[config.mk]
export PLATFORM = sky130hd
export DESIGN_NAME = char_rom_msg
export DESIGN_NICKNAME = d
export VERILOG_FILES = /design/src/rtl/char_rom_msg.sv
export SDC_FILE = /design/constraint.sdc
export NUM_CORES = 1
export LEC_CHECK = 0
export ABC_AREA = 1
export BUFFER_PORTS_ARGS = -buffer_cell sky130_fd_sc_hd__buf_2
export CAP_MARGIN = 20
export CORE_UTILIZATION = 65
export DETAILED_ROUTE_END_ITERATION = 8
export PLACE_DENSITY = 0.86
export SLEW_MARGIN = 20
export SYNTH_ARGS = -nofsm -noshare
export SYNTH_HDL_FRONTEND = slang
export SYNTH_SLANG_ARGS = --single-unit
[constraint.sdc]
create_clock -name clk -period 5.33 [get_ports clk]
set_input_delay 0.533 -clock clk [delete_from_list [all_inputs] [get_ports clk]]
set_output_delay 0.533 -clock clk [all_outputs]
set_load 0.1 [all_outputs]
[src/rtl/char_rom_msg.sv]
`default_nettype none
// ============================================================================
//  Module   : char_rom_msg
//  Purpose  : Multi-message character ROM with typewriter reveal and optional
//             blink (compile with CHAR_ROM_BLINK_EN to enable blinking).
//  Revision : 1.0 - initial release
// ============================================================================
module char_rom_msg #(
    parameter int N_MSG        = 4,
    parameter int MSG_LEN      = 32,
    parameter int REVEAL_DIV   = 2,
    parameter int BLINK_PERIOD = 30
) (
    input  logic        clk,
    input  logic        rst,
    input  logic [1:0]  msg_sel,
    input  logic        msg_load,
    input  logic        frame_tick,
    input  logic [11:0] char_xy,
    output logic [6:0]  char_code,
    output logic        busy,
    output logic        reveal_done
);

    localparam int c_rev_w   = $clog2(MSG_LEN + 1);
    localparam int c_div_w   = (REVEAL_DIV > 1) ? $clog2(REVEAL_DIV) : 1;

    localparam logic [1:0] c_idle   = 2'd0;
    localparam logic [1:0] c_reveal = 2'd1;
    localparam logic [1:0] c_shown  = 2'd2;

    localparam logic [8*31-1:0] c_str0 = "GAMEOVER PRESS SPACE TO RESTART";
    localparam logic [8*20-1:0] c_str1 = "PRESS SPACE TO START";
    localparam logic [8*6-1:0]  c_str2 = "PAUSED";
    localparam logic [8*7-1:0]  c_str3 = "YOU WIN";
    localparam logic [6:0]      c_space = 7'h20;

    generate
        if (REVEAL_DIV < 1 || BLINK_PERIOD < 1 || N_MSG < 1 || N_MSG > 4) begin : g_param_check
            $error("char_rom_msg: illegal parameter value");
        end
    endgenerate

    function automatic logic [31:0] eff_len(input logic [1:0] m);
        logic [31:0] l;
        case (m)
            2'd0:    l = 32'd31;
            2'd1:    l = 32'd20;
            2'd2:    l = 32'd6;
            default: l = 32'd7;
        endcase
        return (l > 32'(MSG_LEN)) ? 32'(MSG_LEN) : l;
    endfunction

    logic [1:0]         r_state, w_state_n;
    logic [1:0]         r_msg, w_msg_n;
    logic [c_rev_w-1:0] r_rev_cnt, w_rev_n;
    logic [c_div_w-1:0] r_div, w_div_n;
    logic [6:0]         r_char_code;
    logic               r_busy, r_done;
    logic               w_load_ok;
    logic               w_visible;
    logic [31:0]        w_xy;
    logic [31:0]        w_limit;
    logic [6:0]         w_rom;
    logic [6:0]         w_char;

    assign w_load_ok = msg_load && (32'(msg_sel) < 32'(N_MSG));
    assign w_xy      = {20'd0, char_xy};

`ifdef CHAR_ROM_BLINK_EN
    localparam int c_blink_w = (BLINK_PERIOD > 1) ? $clog2(BLINK_PERIOD) : 1;

    logic [c_blink_w-1:0] r_blink_cnt, w_blink_n;
    logic                 r_vis, w_vis_n;

    // Blink phase only advances once the message is fully shown.
    always_comb begin
        w_blink_n = r_blink_cnt;
        w_vis_n   = r_vis;
        if (w_load_ok) begin
            w_blink_n = '0;
            w_vis_n   = 1'b1;
        end else if (r_state == c_shown && frame_tick) begin
            if (32'(r_blink_cnt) == 32'(BLINK_PERIOD - 1)) begin
                w_blink_n = '0;
                w_vis_n   = ~r_vis;
            end else begin
                w_blink_n = r_blink_cnt + 1'b1;
            end
        end
    end

    always_ff @(posedge clk or posedge rst) begin
        if (rst) begin
            r_blink_cnt <= '0;
            r_vis       <= 1'b1;
        end else begin
            r_blink_cnt <= w_blink_n;
            r_vis       <= w_vis_n;
        end
    end

    assign w_visible = r_vis;
`else
    assign w_visible = 1'b1;
`endif

    // Next-state: a valid load always wins over a coincident frame tick.
    always_comb begin
        w_state_n = r_state;
        w_msg_n   = r_msg;
        w_rev_n   = r_rev_cnt;
        w_div_n   = r_div;
        if (w_load_ok) begin
            w_state_n = c_reveal;
            w_msg_n   = msg_sel;
            w_rev_n   = '0;
            w_div_n   = '0;
        end else if (r_state == c_reveal && frame_tick) begin
            if (32'(r_div) == 32'(REVEAL_DIV - 1)) begin
                w_div_n = '0;
                w_rev_n = r_rev_cnt + 1'b1;
                if (32'(r_rev_cnt) + 32'd1 >= eff_len(r_msg)) begin
                    w_state_n = c_shown;
                end
            end else begin
                w_div_n = r_div + 1'b1;
            end
        end
    end

    always_comb begin
        w_rom = c_space;
        case (r_msg)
            2'd0:    if (w_xy < 32'd31) w_rom = c_str0[8*(32'd30 - w_xy) +: 7];
            2'd1:    if (w_xy < 32'd20) w_rom = c_str1[8*(32'd19 - w_xy) +: 7];
            2'd2:    if (w_xy < 32'd6)  w_rom = c_str2[8*(32'd5 - w_xy) +: 7];
            default: if (w_xy < 32'd7)  w_rom = c_str3[8*(32'd6 - w_xy) +: 7];
        endcase
    end

    // Visible prefix length for the current state; IDLE shows nothing.
    always_comb begin
        w_limit = 32'd0;
        if (r_state == c_reveal) begin
            w_limit = 32'(r_rev_cnt);
        end else if (r_state == c_shown) begin
            w_limit = eff_len(r_msg);
        end
        w_char = c_space;
        if (w_visible && (w_xy < w_limit) && (w_xy < 32'(MSG_LEN)) &&
            (MSG_LEN > 64 || char_xy[11:6] == 6'd0)) begin
            w_char = w_rom;
        end
    end

    always_ff @(posedge clk or posedge rst) begin
        if (rst) begin
            r_state     <= c_idle;
            r_msg       <= 2'd0;
            r_rev_cnt   <= '0;
            r_div       <= '0;
            r_char_code <= c_space;
            r_busy      <= 1'b0;
            r_done      <= 1'b0;
        end else begin
            r_state     <= w_state_n;
            r_msg       <= w_msg_n;
            r_rev_cnt   <= w_rev_n;
            r_div       <= w_div_n;
            r_char_code <= w_char;
            r_busy      <= (w_state_n == c_reveal);
            r_done      <= (w_state_n == c_shown);
        end
    end

    assign char_code   = r_char_code;
    assign busy        = r_busy;
    assign reveal_done = r_done;

endmodule
`default_nettype wire

### After elaboration in Yosys (flattened, before gate mapping)

Cells that the tools add are included.

| storage, ports and cells | value |
|---|---|
| register bits | 20 |
| input port bits | 18 |
| output and inout bits | 9 |
| logic and storage cells | 67 |

| operators by class | value |
|---|---|
| add/subtract/negate cells | 7 |
| $lt $le $gt $ge | 9 |
| eq/ne operators | 6 |
| shift-type cells | 4 |
| muxes and demuxes | 26 |
| reductions and logical operators | 8 |

Operator list:

| cell | count |
|---|---|
| $mux W32 | 9 |
| $shiftx A248 B33 Y7 const A | 1 |
| $shiftx A160 B33 Y7 const A | 1 |
| $gt A32 B6 Y1 const B | 2 |
| $shiftx A56 B33 Y7 const A | 1 |
| $shiftx A48 B33 Y7 const A | 1 |
| $mux W7 | 5 |
| $ge A7 B32 Y1 | 1 |
| $lt A12 B32 Y1 | 1 |
| $sub A3 B12 Y13 const A | 2 |
| $sub A5 B12 Y13 const A | 2 |
| $lt A12 B3 Y1 const B | 2 |
| $lt A12 B5 Y1 const B | 2 |
| $pmux W7 S3 | 1 |
| $mux W6 | 3 |
| $pmux W5 S3 | 1 |
| $lt A12 B6 Y1 const B | 1 |
| $mux W2 | 4 |
| $add A6 B1 Y7 const B | 1 |
| $add A6 B1 Y6 const B | 1 |
| $eq A2 B1 Y1 const B | 3 |
| $eq A2 B2 Y1 const B | 3 |
| $logic_not A6 Y1 | 1 |
| $reduce_bool A2 Y1 | 2 |
| 5 further kinds | 9 |

### Logic depth before layout (Yosys ltp)

| logic depth | value |
|---|---|
| word-level depth | 13 |
| mapped depth | 17 |
| depth with buffers taken out | 16 |

### Least setup slack after synthesis

Ideal clock, no wire load.

| timing | value |
|---|---|
| path kind | input -> register |
| start point | in char_xy[0] |
| end point | reg r_char_code[6] (netlist: char_code[6]) |
| setup time | 0.116 ns |
| arrival | 2.153 ns |
| required time | 5.214 ns |
| path slack | 3.060 ns |
| stages on the path | 13 |
| buffers on the path | 3 |
| cell sequence | inv_2 > buf_1 > ha_1 > buf_2 > inv_1 > buf_2 > nand2_1 > nand3_1 > nand3_1 > a21oi_1 > nor2_1 > nor2_1 > nor2_1 |

| between the ends | value |
|---|---|
| cells in the longest elaborated chain, start to end | 5 |
| elaborated cells between the ends (all ways) | 22 |
| those cells by class | 4 x add/sub; 6 x order compare; 4 x shift; 6 x mux; 2 x reduce/logical |

RTL lines:

| what | RTL line | RTL |
|---|---|---|
| start, declared | 19 | `input logic [11:0] char_xy,` |
| $sub A5 B12 Y13 (tied with other cells) | 136 | `2'd0: if (w_xy < 32'd31) w_rom = c_str0[8*(32'd30 - w_xy) +: 7];` |
| $shiftx A248 B33 Y7 (tied with other cells) | 136 |  |
| $mux W7 (on tied branches) | -- |  |
| $pmux W7 S3 | 135 | `case (r_msg)` |
| $mux W7 (*) | 152 | `if (w_visible && (w_xy < w_limit) && (w_xy < 32'(MSG_LEN)) &&` |
| named net w_char[6] | 66 | `logic [6:0] w_char;` |
| end signal, assigned | 164 | `r_char_code <= c_space;` |
| end signal, assigned | 172 | `r_char_code <= w_char;` |
| end, declared | 59 | `logic [6:0] r_char_code;` |

Mark *: on every way through the listed nets, which the timed path passes. The rest lies on a longest branch.
A chain may end at the register's enable or synchronous reset.

### Worst setup path in the final report

| timing | value |
|---|---|
| start point | in char_xy[2] |
| end point | reg r_char_code[4] (netlist: char_code[4]) |

Same word-level chain as after synthesis.

==> results.py <==
metrics = {
    "floorplanning": {
        "die_w_um": 66.5,
        "start_util": 0.675,
        "die_y_um": 66.5,
        "rows": 23,
        "pin_count": 27,
        "coreArea_mm2": 0.00400,
        "dieArea_mm2": 0.00442,
    },
    "logic_synthesis": {
        "syn-num-nets": 492,
        "synth_area_leaders": "nand2_1 (19%), dfrtp_1 (18%), ha_1 (11%), nand3_1 (9.8%), inv_1 (7.6%)",
        "ys_ff_latch": 20,
        "netlist_area_mm2": 0.00270,
        "ys_seq_area_frac": 0.186,
        "synthTopCellsByCount": "nand2_1 (140), inv_1 (55), nand3_1 (53)",
        "async_reset_ff_frac": 1.00,
        "yosysWarnings": 0,
        "ys_types": 43,
        "yosysMostFrequentCell": "nand2_1",
        "synth-edff-count": 0,
        "synth.avg_cell_area_um2": 5.99,
        "synth_flop_cell": "dfrtp_1",
        "synth_top_area_frac": 0.195,
        "yosys.area.top_type": "nand2_1",
        "syn_inst": 451,
    },
    "cells_and_area": {
        "multi_input_area_mm2": 0.00187,
        "antenna_cells": 0,
        "regArea_um2": 502,
        "final_nets": 509,
        "stdcell_count": 517,
        "fillers": 340,
        "syn2layout_area_growth_pct": 6.63,
        "drive_gt1_frac": 0.109,
    },
    "timing": {
        "fmax_mhz": 366,
        "slew_headroom": 0.453,
        "worst_slack_ns": 2.60,
        "setup_violations": 0,
        "finClkSkew_ns": 0.00290,
        "worst_slew_pin_slew_ns": 0.816,
        "hold_viol_final": 0,
        "rsz0062_at_grt": "false",
        "period_needed_ns": 2.73,
        "holdWs_ns": 0.393,
        "tns_ns": 0,
        "drv_slew": 0,
        "finalCritPeriodShare": 0.513,
    },
    "critical_path": {
        "required_ns": 5.51,
        "startpoint_type": "input port",
        "end_kind": "flip-flop",
        "arrival_ns": 2.91,
        "path_class": "input port to flip-flop",
        "path_max_fanout": 14,
    },
    "placement": {
        "place_congestion": 1.02,
        "pre_cts_slack_ns": 2.45,
        "numPortBuffers": 26,
        "place_inst": 513,
        "dp_hpwl_um": 5920,
    },
    "grt": {
        "antenna_found_initial": 0,
        "first_global_vias": 2704,
        "grt_pass1_wl_um": 12200,
        "grt_util_all_layers": 0.360,
        "grt-ovfl-total": 0,
        "grt_max_degree": 21,
    },
    "drt": {
        "drtAntennaViolNets": 0,
        "via_per_inst": 5.92,
        "first_pass_iters": 8,
        "wirelength_um": 7440,
        "drc": 2,
        "vias": 3059,
        "wl_per_cell_um": 14.4,
        "drt_iter0_drc": 485,
    },
    "outcome": {
        "violations": "design-rule violations",
        "status": "finished, violations left",
    },
    "power_and_ir_drop": {
        "p_per_area_mw_per_mm2": 174,
        "vdd_ir_drop_max_mv": 0.143,
        "p_leak_nw": 1.53,
    },
    "clock_tree": {
        "clock-sinks": 20,
        "cts_made_buffers": 3,
        "post_cts_buffers": 0,
        "clk_path_buf_depth": 2,
        "cts_hold_buf": 0,
        "cts.htree.levels": 1,
        "cts.repair.resized": 0,
        "cts_tree": "yes",
        "cts_root_buf": "clkbuf_8",
        "clk_pin_slew_ns": 0.08,
        "worstSkewPairLatency_ns": 0.26,
    },
    "job": {
        "drv_cap": 0,
    },
    "hold_path": {
        "worstHoldPathType": "input port to async pin",
    },
}
kinds of logic (layout without fill, tap and decap cells):
family,count (synthesis),after routing,share of synthesized area
flip-flops,20,20,0.186
AND/OR/NAND/NOR,245,245,0.393
XOR/XNOR,7,7,0.0255
adder cells (fa/ha/maj),23,23,0.107
AO/OA/AOI/OAI,79,79,0.168
buffers and inverters,77,93,0.120
state kept, by name, indices dropped and copies added (netlist names):
signal and cells:
r_msg 2, r_state 2, reveal_done 1, char_code 7, busy 1, r_div 1
r_rev_cnt 6
where the power goes:
part / switching, mW / leakage, nW / internal [mW]
clock: 0.0516 / 0.0357 / 0.100
sequential: 0.00219 / 0.260 / 0.154
combinational: 0.135 / 1.24 / 0.0577
per-layer routing:
metal  up-vias  wire, um  global-route usage
li1       1504         -                   -
met2       176      3440               0.591
met3        14       674              0.0651
met5         -         0                   0
met1      1365      3220               0.485
met4         0       115              0.0851
final cells by class:
| type | count | share of cell area |
|---|---|---|
| clock buffer | 3 | 0.0143 |
| clock inverter | 1 | 0.0104 |
| inverter | 63 | 0.0834 |
| multi-input combinational | 354 | 0.651 |
| sequential | 20 | 0.174 |
| tap | 50 | 0.0217 |
| timing repair buffer | 26 | 0.0452 |
cell usage in the layout, fill, tap and decap left out:
master     synthesis  layout
o21a_1             1       1
nor3_4             1       1
a31oi_1            2       2
nor3_2             1       1
buf_2              4      26
clkinv_2           1       1
a21o_1             1       1
a211oi_1           1       1
o22ai_1            5       5
xor2_1             5       5
a22oi_1            1       1
o311ai_0           1       1
dfstp_2            1       1
dfrtp_1           19      19
nand3b_1           1       1
a21oi_4            1       1
nand3_1           53      53
o21ai_0           30      30
clkinv_1           1       1
xor2_2             1       1
inv_2              5       5
a21oi_1           22      22
inv_4              1       1
inv_1             55      55
o21ai_1            5       5
o211ai_1           4       4
nor2_2             3       3
nand2_2            4       4
nor2_4             1       1
ha_1              23      23
nor3_1             4       4
xnor2_1            1       1
o31ai_1            4       4
o211a_1            1       1
nand2_1          140     140
nand4_1            7       7
nor2_1            29      29
clkbuf_8           0       3
bufinv_16          0       1
nand3_2            1       1
worst max-delay path, stage by stage:
cell and delay, ns:
buf_2 0.27, clkinv_1 0.36, ha_1 0.33, inv_1 0.14
nor2_1 0.07, nor2_2 0.26, inv_1 0.17, a21oi_1 0.15
o31ai_1 0.08, o21ai_0 0.22, a21oi_1 0.13, a21oi_1 0.19
metrics by stage:
stage                      util  area, um2  total power, mW
after floorplan               -       2700            0.305
after global placement    0.702       2810            0.342
after detailed placement  0.702       2810            0.345
after CTS                 0.720       2880            0.499
after global routing      0.720       2880            0.536
final                     0.720       2880            0.501
worst paths after layout:
check                           start            to  slack, ns  cells after the start
max in group asynchronous         rst  r_rev_cnt[4]       4.47                      2
min                               rst  char_code[3]       0.39                      2
min reg2reg                     r_div         r_div       0.54                      2
max reg2reg                  r_msg[0]  char_code[1]       2.68                      9
min in group clk           msg_sel[0]      r_msg[0]       0.48                      3
max                        char_xy[2]  char_code[4]       2.60                     12
Note: power is estimated with default switching activity, not from simulation.
